[src/rtl/pipelined_adder_sub.sv]
// Pipelined two's-complement adder/subtractor: one carry chunk per stage, signed-overflow
// flags, optional saturation and a global-enable valid/ready handshake.
module pipelined_adder_sub #(
  parameter int unsigned WIDTH  = 32,
  parameter int unsigned STAGES = 4,
  parameter bit          SAT    = 1'b0
) (
  input  logic             clk,
  input  logic             rst,
  input  logic             in_valid,
  output logic             in_ready,
  input  logic [WIDTH-1:0] a,
  input  logic [WIDTH-1:0] b,
  input  logic             cin,
  input  logic             sub,
  output logic             out_valid,
  input  logic             out_ready,
  output logic [WIDTH-1:0] s,
  output logic             cout,
  output logic             pos_ovf,
  output logic             neg_ovf,
  output logic             zero
);

  localparam int unsigned CHUNK = WIDTH / STAGES;
  localparam logic [WIDTH-1:0] MAX_POS = {1'b0, {(WIDTH-1){1'b1}}};
  localparam logic [WIDTH-1:0] MIN_NEG = {1'b1, {(WIDTH-1){1'b0}}};

  logic             adv;
  logic [WIDTH-1:0] b_eff;
  logic             c_eff;

  logic             out_valid_d, out_valid_q;
  logic [WIDTH-1:0] s_d, s_q;
  logic             cout_d, cout_q;
  logic             pos_ovf_d, pos_ovf_q;
  logic             neg_ovf_d, neg_ovf_q;
  logic             zero_d, zero_q;

  always_comb begin
    adv   = !out_valid_q || out_ready;
    b_eff = sub ? ~b : b;
    c_eff = cin ^ sub;
  end

  assign in_ready = adv;

  // Operands entering the last chunk, from the ports or the last intermediate stage
  logic [WIDTH-1:0] fin_x;
  logic [CHUNK-1:0] fin_y;
  logic             fin_c;
  logic             fin_v;

  // Intermediate stages: x carries finished sum chunks plus untouched A bits,
  // y carries only the B chunks not yet consumed, so it narrows every stage.
  for (genvar k = 0; k < STAGES - 1; k++) begin : g_pipe
    localparam int unsigned YI = WIDTH - k * CHUNK;
    localparam int unsigned YO = YI - CHUNK;

    logic [WIDTH-1:0] x_i, x_d, x_q;
    logic [YI-1:0]    y_i;
    logic [YO-1:0]    y_d, y_q;
    logic             c_i, c_d, c_q;
    logic             v_i, v_d, v_q;
    logic [CHUNK:0]   part;

    if (k == 0) begin : g_src
      assign x_i = a;
      assign y_i = b_eff;
      assign c_i = c_eff;
      assign v_i = in_valid;
    end else begin : g_src
      assign x_i = g_pipe[k-1].x_q;
      assign y_i = g_pipe[k-1].y_q;
      assign c_i = g_pipe[k-1].c_q;
      assign v_i = g_pipe[k-1].v_q;
    end

    always_comb begin
      part = {1'b0, x_i[k*CHUNK +: CHUNK]} + {1'b0, y_i[CHUNK-1:0]} + (CHUNK+1)'(c_i);
      x_d  = x_q;
      y_d  = y_q;
      c_d  = c_q;
      v_d  = v_q;
      if (adv) begin
        x_d                   = x_i;
        x_d[k*CHUNK +: CHUNK] = part[CHUNK-1:0];
        y_d                   = y_i[YI-1:CHUNK];
        c_d                   = part[CHUNK];
        v_d                   = v_i;
      end
    end

    always_ff @(posedge clk or posedge rst) begin
      if (rst) begin
        x_q <= '0;
        y_q <= '0;
        c_q <= 1'b0;
        v_q <= 1'b0;
      end else begin
        x_q <= x_d;
        y_q <= y_d;
        c_q <= c_d;
        v_q <= v_d;
      end
    end
  end

  if (STAGES == 1) begin : g_fin_src
    assign fin_x = a;
    assign fin_y = b_eff;
    assign fin_c = c_eff;
    assign fin_v = in_valid;
  end else begin : g_fin_src
    assign fin_x = g_pipe[STAGES-2].x_q;
    assign fin_y = g_pipe[STAGES-2].y_q;
    assign fin_c = g_pipe[STAGES-2].c_q;
    assign fin_v = g_pipe[STAGES-2].v_q;
  end

  logic [CHUNK:0]   fin_part;
  logic [WIDTH-1:0] raw_lo;
  logic             as_bit, bs_bit, ovf, pos_c, neg_c;

  // Top chunk, flags and saturation; fin_x[WIDTH-1] is still the A sign bit here
  always_comb begin
    fin_part = {1'b0, fin_x[WIDTH-1 -: CHUNK]} + {1'b0, fin_y} + (CHUNK+1)'(fin_c);
    raw_lo   = fin_x;
    raw_lo[WIDTH-1 -: CHUNK] = fin_part[CHUNK-1:0];
    as_bit   = fin_x[WIDTH-1];
    bs_bit   = fin_y[CHUNK-1];
    ovf      = (as_bit == bs_bit) && (raw_lo[WIDTH-1] != as_bit);
    pos_c    = ovf && !as_bit;
    neg_c    = ovf && as_bit;

    out_valid_d = out_valid_q;
    s_d         = s_q;
    cout_d      = cout_q;
    pos_ovf_d   = pos_ovf_q;
    neg_ovf_d   = neg_ovf_q;
    zero_d      = zero_q;
    if (adv) begin
      out_valid_d = fin_v;
      s_d         = raw_lo;
      if (SAT && pos_c) begin
        s_d = MAX_POS;
      end else if (SAT && neg_c) begin
        s_d = MIN_NEG;
      end
      cout_d    = fin_part[CHUNK];
      pos_ovf_d = pos_c;
      neg_ovf_d = neg_c;
      zero_d    = (raw_lo == '0);
    end
  end

  always_ff @(posedge clk or posedge rst) begin
    if (rst) begin
      out_valid_q <= 1'b0;
      s_q         <= '0;
      cout_q      <= 1'b0;
      pos_ovf_q   <= 1'b0;
      neg_ovf_q   <= 1'b0;
      zero_q      <= 1'b0;
    end else begin
      out_valid_q <= out_valid_d;
      s_q         <= s_d;
      cout_q      <= cout_d;
      pos_ovf_q   <= pos_ovf_d;
      neg_ovf_q   <= neg_ovf_d;
      zero_q      <= zero_d;
    end
  end

  assign out_valid = out_valid_q;
  assign s         = s_q;
  assign cout      = cout_q;
  assign pos_ovf   = pos_ovf_q;
  assign neg_ovf   = neg_ovf_q;
  assign zero      = zero_q;

endmodule

[config.mk]
export PLATFORM = sky130hd
export DESIGN_NAME = pipelined_adder_sub
export DESIGN_NICKNAME = d
export VERILOG_FILES = /design/src/rtl/pipelined_adder_sub.sv
export SDC_FILE = /design/constraint.sdc
export NUM_CORES = 1
export LEC_CHECK = 0
export ABC_AREA = 0
export CAP_MARGIN = 20
export CORE_ASPECT_RATIO = 0.5
export CORE_MARGIN = 2
export CORE_UTILIZATION = 36
export CTS_CLUSTER_SIZE = 20
export DETAILED_ROUTE_END_ITERATION = 10
export HOLD_SLACK_MARGIN = 0.15
export SLEW_MARGIN = 20
export SYNTH_ARGS = -nofsm -noshare
export SYNTH_HDL_FRONTEND = slang
export SYNTH_SLANG_ARGS = --single-unit
[constraint.sdc]
create_clock -name clk -period 10.6 [get_ports clk]
set_input_delay 1.59 -clock clk [delete_from_list [all_inputs] [get_ports clk]]
set_output_delay 1.59 -clock clk [all_outputs]
set_load 0.01 [all_outputs]
* Word level (Yosys, flattened, before mapping)
Cells that the tools add are included.
** Cells by class
- $add $sub $neg :: 8
- Eq/ne operators :: 2
- Multiplexer cells :: 1
- Bitwise operators :: 2
- Reductions and logical operators :: 7
** Operator list (count)
- adder 8 x 8 -> 9 bit :: 4
- adder 9 x 1 -> 9 bit :: 4
- zero test 32 bit :: 1
- 2-to-1 mux 32 bit :: 1
- NOT 32 bit :: 1
- logical AND 1 bit :: 3
- zero test 1 bit :: 2
- equality test 1 bit :: 1
- logical OR 1 bit :: 1
- != test 1 bit :: 1
- XOR 1 bit :: 1
** Word-level totals
- Flip-flop bits (word level) :: 187
- Bits of input ports :: 70
- Output and inout bits :: 38
- Word-level logic and storage cells :: 38

* Depth between registers and ports, before layout
Gate-level depths: netlist of the first run.
- Depth after elaboration :: 5
- Mapped depth :: 11
- Gate-level depth less buffers :: 10

* Worst setup path after synthesis of the first run
OpenSTA, ideal clock, no wires.
- Path type :: in2reg
- From :: in sub
- To :: reg g_pipe[0].c_q
- Data arrival time :: 3.865 ns
- Data required time :: 10.462 ns
- Setup slack :: 6.597 ns
- Stages :: 11
- Cells stage by stage :: clkbuf_1 > buf_2 > xor2_1 > fa_1 > fa_1 > a21o_1 > a21oi_1 > o21ai_1 > and3b_1 > o21ai_1 > a31oi_1
** Between the ends
- Word-level cells in the longest chain between the ends :: 3
- Elaborated cells between the ends (all ways) :: 4
- Classes of those cells :: add/sub (2); mux (1); bitwise (1)
** Ends and longest elaborated chain
- start, declared :: line 15 : input logic sub,
- 2-to-1 mux 32 bit :: line 42 : b_eff = sub ? ~b : b;
- adder 8 x 8 -> 9 bit :: line 80 : part = {1'b0, x_i[k*CHUNK +: CHUNK]} + {1'b0, y_i[CHUNK-1:0]} + (CHUNK+1)'(c_i);
- adder 9 x 1 -> 9 bit * :: line 80
- end signal, assigned :: line 98 : c_q <= 1'b0;
- end signal, assigned :: line 103 : c_q <= c_d;
- end, declared :: line 63 : logic c_i, c_d, c_q;
Mark *: on every way between the ends. The rest lies on a longest branch, timed or not.
A chain may end at the register's enable or synchronous reset.

* Worst setup path in the final report of the first run
- From :: in out_ready
- To :: out in_ready
** Between the ends
- Word-level cells in the longest chain between the ends :: 1
** Ends and longest elaborated chain
- start, declared :: line 17 : input logic out_ready,
- logical OR 1 bit :: line 41 : adv = !out_valid_q || out_ready;
- end, declared :: line 11 : output logic in_ready,
Every way passes these cells.

==> results of run 1 <==
layout by cell type (no fill, tap or decap), types with 3 or more instances in the layout:
master / netlist / final
o31ai_1: 9 / 9
clkbuf_16: 0 / 17
bufinv_16: 0 / 6
clkdlybuf4s50_1: 0 / 106
and3b_1: 3 / 3
o21a_1: 7 / 7
inv_1: 18 / 17
ha_1: 28 / 28
clkbuf_1: 30 / 3
nor2b_1: 4 / 3
a31oi_1: 4 / 4
o21bai_1: 6 / 6
nor4_1: 7 / 7
nor2_1: 28 / 28
xor2_1: 12 / 12
xnor2_1: 36 / 36
a211oi_1: 5 / 5
o21ai_0: 35 / 35
nor3_1: 9 / 9
buf_4: 0 / 4
nand2_1: 430 / 430
a21o_1: 4 / 4
dfrtp_1: 187 / 187
a21oi_1: 15 / 15
fa_1: 8 / 8
o21ai_1: 12 / 12
power by group:
group | leakage, µW | internal (µW) | switching, µW | total (µW)
Sequential | 0.00226 | 1030 | 220 | 1250
Clock | 0.000311 | 442 | 271 | 713
Combinational | 0.00244 | 523 | 638 | 1160
registers in the layout, indices dropped and copies added (netlist names):
signal      flops
g_pipe.v_q      2
g_pipe.y_q     40
cout            1
fin_x          32
fin_y           8
g_pipe.x_q     64
out_valid       1
g_pipe.c_q      2
s              32
neg_ovf         1
zero            1
fin_v           1
fin_c           1
pos_ovf         1
how the worst min path moves through the flow:
stage	endpoint	slack (ns)	depth (start not counted)
floorplan	fin_v$_DFFE_PP0P_	0.43	2
global placement	g_pipe[1].v_q$_DFFE_PP0P_	0.45	2
detailed placement	fin_v$_DFFE_PP0P_	0.45	2
CTS	fin_v$_DFFE_PP0P_	0.46	2
global route	out_valid$_DFFE_PP0P_	0.47	1
finish	fin_v$_DFFE_PP0P_	0.46	2
kinds of logic (layout without fill, tap and decap cells):
family,count (synthesis),after routing
AO/OA/AOI/OAI,104,104
XOR/XNOR,48,48
adder cells (fa/ha/maj),36,36
buffers and inverters,63,161
flip-flops,187,187
multiplexers,2,2
AND/OR/NAND/NOR,489,489
layer usage:
metal  vias up  track usage [%]
met3        16             3.60
li1       3145                -
met2        92             24.0
met4         0             4.71
met5         -                0
met1      3046             23.1
critical path, cell delays in order:
cell             delay [ns]
clkdlybuf4s50_1        0.45
nor2b_4                0.72
inv_4                  0.54
clkdlybuf4s50_1        0.63
through the flow:
stage               instance area, µm²  total power [µW]
finish                           10400              3130
CTS                              10400              3160
global route                     10400              3370
detailed placement                9760              2430
global placement                  9760              2400
floorplan                         8440              2010
final cells by class:
class | count | area [µm²] | share of cell area [%]
Multi-Input combinational cell | 679 | 3520 | 33.8
Tap cell | 307 | 384 | 3.69
Inverter | 19 | 81.3 | 0.781
Clock inverter | 11 | 218 | 2.09
Sequential cell | 187 | 4680 | 44.9
Timing Repair Buffer | 111 | 1100 | 10.5
Clock buffer | 20 | 437 | 4.19
==> flow_summary.ini, run 1 <==
[sta]
hold_slack_ns = 0.459
worst_pin_slew_ns = 0.961
slew_viol_final = 0
tns_ns = 0
clock_skew_ns = 0.00894
period_share_pct = 52.4
slew_headroom_pct = 35.9
fmax_mhz = 180
finalSetupViolCount = 0
post-route-min-period_ns = 5.56
hold_viol_final = 0
rsz0062_at_grt = false
setup_ws_ns = 5.04

[global_route]
grt.total_usage_pct = 15.9
grt_first_pass_wirelength_um = 31100
grt_start_max_net_pins = 112
grt_pass1_vias = 6226
antenna_found_initial = 0
overflow = 0

[logic_synthesis]
syn-num-nets = 1035
synth_compound_gate_area_share_pct = 7.59
synthArstFlopShare_pct = 100
avgSynthCellArea_um2 = 9.09
synth_xor_area_share_pct = 4.98
yosys.area.top_type = dfrtp_1
synth_top_family_by_area = simple AND/OR/NAND/NOR gates
synth-simple-area-share_pct = 22.7
postSynthRegisterBits = 187
synth_cell_type_count = 36
syn_inst = 929
synthTopCellsByArea = dfrtp_1 (55%), nand2_1 (19%), ha_1 (4.1%), xnor2_1 (3.7%), o21ai_0 (2.1%)
syn-cell-area_um2 = 8440
synth_edf_count = 0
ys.flop_type = dfrtp_1
yosys_warnings = 0
synthMuxAreaShare_pct = 0.267
synth_fa_ha_area_share_pct = 6.05
synth-seq-area-share_pct = 55.4
synthMostInstantiatedCell = nand2_1
synth_common_cells = nand2_1 (430), dfrtp_1 (187), xnor2_1 (36)
synth_top_cell_area_share_pct = 55.4

[cells_and_area]
post-route-util_pct = 45.4
final.fill_count = 2253
fin_cells = 1334
area_delta_synth_final_pct = 23.3
nets = 1121
n_antenna_cell = 0
layout-drive-gt1-share_pct = 3.99

[worst_setup_path]
endpoint = in_ready
path_max_fanout = 93
regToRegEndpoint = zero$_DFFE_PP0P_
r2r_cells = 7
r2r-start = fin_x[24]$_DFFE_PP0P_
path_class = input port to output pin
crit_required_ns = 9.01
endpoint_kind = output pin
cp-start-kind = input port
arrival_ns = 3.97
worst-r2r-setup-slack_ns = 7.94
crit_path_start = out_ready

[floorplan]
core_area_um2 = 22900
dieWidth_um = 221
die_area_um2 = 24800
placement_rows = 39
pin_count = 108
fp.dieH_um = 112
initial_core_util_pct = 36.8

[clock_network]
cts.sinks = 187
ctsHoldBuffers = 0
insertion_delay_ns = 0.43
post_cts_resized = 0
cts_setup_buffers = 0
clockBufferDepth = 2
numCtsBuffers = 17
clk_pin_slew_ns = 0.07
cts_tree = yes
h-tree-depth = 4
clock-root-buffer = clkbuf_16

[pwr]
p_leak_uw = 0.00501
ir_drop_uv = 136
power.density_nw_per_um2 = 300

[place]
dp_hpwl_um = 12900
dp_cells = 1303
gp_congestion = 0.765
io_buffers = 107
place_ws_ns = 4.98

[detailed_routing]
wl_met1_um = 9340
drt_iter0_drc = 457
dr_wl_met3_um = 756
wl_per_cell_um = 13.9
wl_met2_um = 8260
highest_layer = met4
first_pass_iters = 5
routed_wl_um = 18600
post-route-drc-count = 0
ant_nets = 0
route.vias.total = 6299
route.detailed.vias_per_inst = 4.72

[run_status]
status = complete, no violations

[hold_path]
hp-start = fin_v$_DFFE_PP0P_
min_path_type = flop to flop

[job]
maxCapViolCount = 0
(Power assumes the default switching activity.)
==> inputs of run 2 (changes only) <==
==> constraint.sdc (replaced) <==
create_clock -name clk -period 4.8 [get_ports clk]
set_input_delay 0.72 -clock clk [delete_from_list [all_inputs] [get_ports clk]]
set_output_delay 0.72 -clock clk [all_outputs]
set_load 0.01 [all_outputs]
==> flow_summary.ini, run 2 (synthesized netlist as in run 1, its figures left out) <==
[sta]
finalSetupViolCount = 0
worst_pin_slew_ns = 0.998
hold_slack_ns = 0.458
tns_ns = 0
post-route-min-period_ns = 3.12
fmax_mhz = 321
slew_headroom_pct = 33.4
slew_viol_final = 0
clock_skew_ns = 0.0110
period_share_pct = 64.9
rsz0062_at_grt = false
hold_viol_final = 0
setup_ws_ns = 1.68

[clock_network]
numCtsBuffers = 17
h-tree-depth = 4
clockBufferDepth = 2
cts.sinks = 187
clock-root-buffer = clkbuf_16
insertion_delay_ns = 0.42
cts_setup_buffers = 0
cts_tree = yes
post_cts_resized = 0
ctsHoldBuffers = 0
clk_pin_slew_ns = 0.07

[cells_and_area]
reg.largest.list = g_pipe.x_q: 64 flops, g_pipe.y_q: 40 flops
layout_common_cells = nand2_1 (430), dfrtp_1 (187), clkdlybuf4s50_1 (106), xnor2_1 (36), o21ai_0 (35)
largest_reg_flops = 64
final_common_cell = nand2_1
n_antenna_cell = 0
regMostFlops = g_pipe.x_q
ff_latch_area_um2 = 4680
final.fill_count = 2241
multiInputGateArea_um2 = 3520
nets = 1122
layout-drive-gt1-share_pct = 4.47
area_delta_synth_final_pct = 23.6

[worst_setup_path]
crit_path_start = out_ready
endpoint_kind = output pin
cp-start-kind = input port
r2r_cells = 7
path_max_fanout = 61
regToRegEndpoint = zero$_DFFE_PP0P_
crit_required_ns = 4.08
r2r-start = fin_x[24]$_DFFE_PP0P_
path_class = input port to output pin
worst-r2r-setup-slack_ns = 2.30
arrival_ns = 2.40

[detailed_routing]
ant_nets = 0
first_pass_iters = 5
drt_iter0_drc = 439
post-route-drc-count = 0
wl_per_cell_um = 14.1
routed_wl_um = 18800
route.detailed.vias_per_inst = 4.57
route.vias.total = 6107

[place]
place_ws_ns = 1.54
dp_hpwl_um = 12700
io_buffers = 107
gp_congestion = 0.816

[job]
maxCapViolCount = 0

[floorplan]
placement_rows = 39
pin_count = 108
dieWidth_um = 221
initial_core_util_pct = 36.8
core_area_um2 = 22900
die_area_um2 = 24800
fp.dieH_um = 112

[global_route]
grt_pass1_vias = 6094
grt_first_pass_wirelength_um = 31800
overflow = 0
antenna_found_initial = 0
grt_start_max_net_pins = 212
grt.total_usage_pct = 16.3

[run_status]
status = complete, no violations

[pwr]
power.density_nw_per_um2 = 655
ir_drop_uv = 324
p_total_uw = 6840
p_leak_uw = 0.00502

[hold_path]
min_path_type = flop to flop
timing.hold.worst_path_depth = 2
hp-start = fin_v$_DFFE_PP0P_
hold_path_end = fin_v$_DFFE_PP0P_
run 2: cell types whose count changed in the layout (fill, tap and decap cells not counted):
| cell | previous run | this run |
|---|---|---|
| clkbuf_1 | 3 | 0 |
| clkinv_2 | 1 | 4 |
| buf_12 | 0 | 2 |
| buf_4 | 4 | 2 |
| bufinv_16 | 6 | 4 |
| inv_6 | 1 | 3 |
| buf_16 | 0 | 1 |
| clkbuf_8 | 0 | 1 |
| clkinvlp_4 | 2 | 3 |
| inv_8 | 1 | 0 |
run 2: critical path: stages:
cell and delay, ns:
clkdlybuf4s50_1 0.50, nor2b_4 0.06, inv_4 0.43, clkdlybuf4s50_1 0.68
run 2: final cells by class:
type,count,share of cell area (%)
Clock buffer,18,4.21
Multi-Input combinational cell,679,33.7
Clock inverter,14,1.82
Inverter,19,0.743
Timing Repair Buffer,112,11.0
Tap cell,307,3.68
Sequential cell,187,44.8
run 2: routing by layer:
| layer | GRT usage [%] | share of wire (%) | vias to the layer above |
|---|---|---|---|
| met5 | 0 | 0 | - |
| met4 | 3.60 | 0.70 | 0 |
| met3 | 4.47 | 4.5 | 7 |
| met2 | 22.5 | 42 | 89 |
| met1 | 25.2 | 52 | 2871 |
| li1 | - | - | 3140 |
run 2: per-stage QoR:
stage / cell area [µm²] / utilization, % / cells
after floorplan: 8450 / - / 929
after global placement: 9780 / 42.6 / 1303
after detailed placement: 9780 / 42.6 / 1303
after CTS: 10400 / 45.4 / 1335
after global routing: 10400 / 45.5 / 1336
final: 10400 / 45.5 / 1336
run 2: report_power, final:
group / internal [µW] / leakage, µW / switching, µW
Combinational: 1160 / 0.00246 / 1390
Sequential: 2280 / 0.00226 / 503
Clock: 889 / 0.000307 / 618
Total: 4320 / 0.00502 / 2510
run 2: worst max-delay path by stage:
stage / endpoint / slack, ns / depth (start not counted)
after floorplan: cout$_DFFE_PP0P_ / 1.67 / 1
after global placement: g_pipe[0].c_q$_DFFE_PP0P_ / 1.60 / 10
after detailed placement: g_pipe[0].c_q$_DFFE_PP0P_ / 1.54 / 10
after CTS: in_ready / 1.65 / 4
after global routing: in_ready / 1.60 / 4
final: in_ready / 1.68 / 4
==> inputs of run 3 (changes only) <==
==> constraint.sdc (replaced) <==
create_clock -name clk -period 2.5 [get_ports clk]
set_input_delay 0.375 -clock clk [delete_from_list [all_inputs] [get_ports clk]]
set_output_delay 0.375 -clock clk [all_outputs]
set_load 0.01 [all_outputs]
==> flow_summary.ini, run 3 (synthesized netlist as in run 1, its figures left out) <==
[cells_and_area]
largest_reg_flops = 64
multiInputGateArea_um2 = 3540
regMostFlops = g_pipe.x_q
final_common_cell = nand2_1
layout_common_cells = nand2_1 (430), dfrtp_1 (187), clkdlybuf4s50_1 (106), xnor2_1 (36), o21ai_0 (35)
reg.largest.list = g_pipe.x_q: 64 flops, g_pipe.y_q: 40 flops
nets = 1136
ff_latch_area_um2 = 4680
n_antenna_cell = 0
area_delta_synth_final_pct = 25.0
layout-drive-gt1-share_pct = 6.23
fin_cells = 1350
final.fill_count = 2173
final_cell_area_um2 = 10600

[floorplan]
core_area_um2 = 22900
initial_core_util_pct = 36.8
dieWidth_um = 221
pin_count = 108
placement_rows = 39
die_area_um2 = 24800
fp.dieH_um = 112

[place]
dp_cells = 1318
io_buffers = 107
dp_hpwl_um = 13700
place_area_um2 = 9980
gp_congestion = 0.808

[detailed_routing]
post-route-drc-count = 0
first_pass_iters = 4
route.detailed.vias_per_inst = 4.61
routed_wl_um = 18900
ant_nets = 0
wl_per_cell_um = 14.0
route.vias.total = 6219
drt_iter0_drc = 441

[pwr]
netSwitchingFraction_pct = 37.6
p_int_uw = 8110
p_total_uw = 13000
pwr-share-clk_pct = 20.3
ir_drop_uv = 542
power.density_nw_per_um2 = 1230
seqPwrFrac_pct = 40.6
comb_power_share_pct = 39.2
p_sw_uw = 4890
p_leak_uw = 0.00508

[worst_setup_path]
crit_slowest_cell = fa_1
regToRegEndpoint = s[30]$_DFFE_PP0P_
worst-r2r-setup-slack_ns = 0.13
arrival_ns = 2.69
crit_chain = fa_1, fa_2, a211oi_2, o21bai_1, a21oi_2, xnor2_1, mux2_2
cp_slowest_stage_delay_ns = 0.47
path_class = flop to flop
r2r-start = fin_x[24]$_DFFE_PP0P_
endpoint_kind = flop
path_max_fanout = 2
crit_required_ns = 2.82
cp-start-kind = flop
r2r_cells = 7

[sta]
slew_viol_final = 0
rsz0062_at_grt = false
finalSetupViolCount = 0
fmax_mhz = 422
period_share_pct = 94.9
clock_skew_ns = 0.00975
hold_viol_final = 0
tns_ns = 0
hold_slack_ns = 0.378
worst_pin_slew_ns = 0.638
post-route-min-period_ns = 2.37
slew_headroom_pct = 57.4

[global_route]
overflow = 0
grt_first_pass_wirelength_um = 32200
grt_start_max_net_pins = 69
grt_pass1_vias = 6343
antenna_found_initial = 0
grt.total_usage_pct = 16.5

[clock_network]
cts.sinks = 187
clockBufferDepth = 2
insertion_delay_ns = 0.44
numCtsBuffers = 17
cts_tree = yes
clock-root-buffer = clkbuf_16
clk_pin_slew_ns = 0.08
ctsHoldBuffers = 0
post_cts_resized = 0
cts_setup_buffers = 0
h-tree-depth = 4

[hold_path]
min_path_type = input port to async pin

[job]
maxCapViolCount = 0

[run_status]
status = complete, no violations
==> run 3: worst max path at each step <==
stage | cells after the start | to | slack (ns) | from
after floorplan | 1 | cout$_DFFE_PP0P_ | -0.28 | rst
after global placement | 10 | g_pipe[0].c_q$_DFFE_PP0P_ | -0.12 | b[0]
after detailed placement | 10 | g_pipe[0].c_q$_DFFE_PP0P_ | -0.19 | b[0]
after CTS | 7 | s[30]$_DFFE_PP0P_ | 0.005 | fin_x[24]$_DFFE_PP0P_
after global routing | 7 | s[30]$_DFFE_PP0P_ | 0.02 | fin_x[24]$_DFFE_PP0P_
final | 7 | s[30]$_DFFE_PP0P_ | 0.13 | fin_x[24]$_DFFE_PP0P_
==> run 3: metrics by stage <==
stage,worst slack (ns),util [%]
after global placement,-0.123,43.5
after CTS,0.00459,46.0
after detailed placement,-0.186,43.5
after global routing,0.0214,46.0
after floorplan,-0.281,-
final,0.129,46.0
==> run 3: cell type report <==
class / instances / area share (%)
inverter: 19 / 0.735
tap: 307 / 3.64
sequential: 187 / 44.3
clock inverter: 14 / 1.29
timing repair buffer: 126 / 12.4
clock buffer: 18 / 4.07
multi-input combinational: 679 / 33.5
==> run 3: power groups by stage <==
stage / logic [µW] / registers (µW) / clock network, µW
2_1_floorplan: 3350 / 5160 / 0
3_3_place_gp: 4990 / 5310 / 0
3_5_place_dp: 5110 / 5340 / 0
4_1_cts: 5140 / 5290 / 2680
5_1_grt: 5810 / 5470 / 2830
6_report: 5090 / 5280 / 2640
==> run 3: critical path: cells and delay by family (launching register included) <==
| kind | cells | cell delay (ns) |
|---|---|---|
| flip-flops | 1 | 0.40 |
| multiplexers | 1 | 0.28 |
| AO/OA/AOI/OAI | 3 | 0.61 |
| XOR/XNOR | 1 | 0.12 |
| adder cells (fa/ha/maj) | 2 | 0.85 |
==> run 3: layer usage <==
layer	share of wire (%)	vias up	global-route usage [%]	wire, µm
li1	-	3172	-	-
met1	51	2951	24.5	9580
met2	44	79	24.3	8260
met3	4.1	17	3.31	774
met4	1.3	0	4.93	250
met5	0	-	0	0
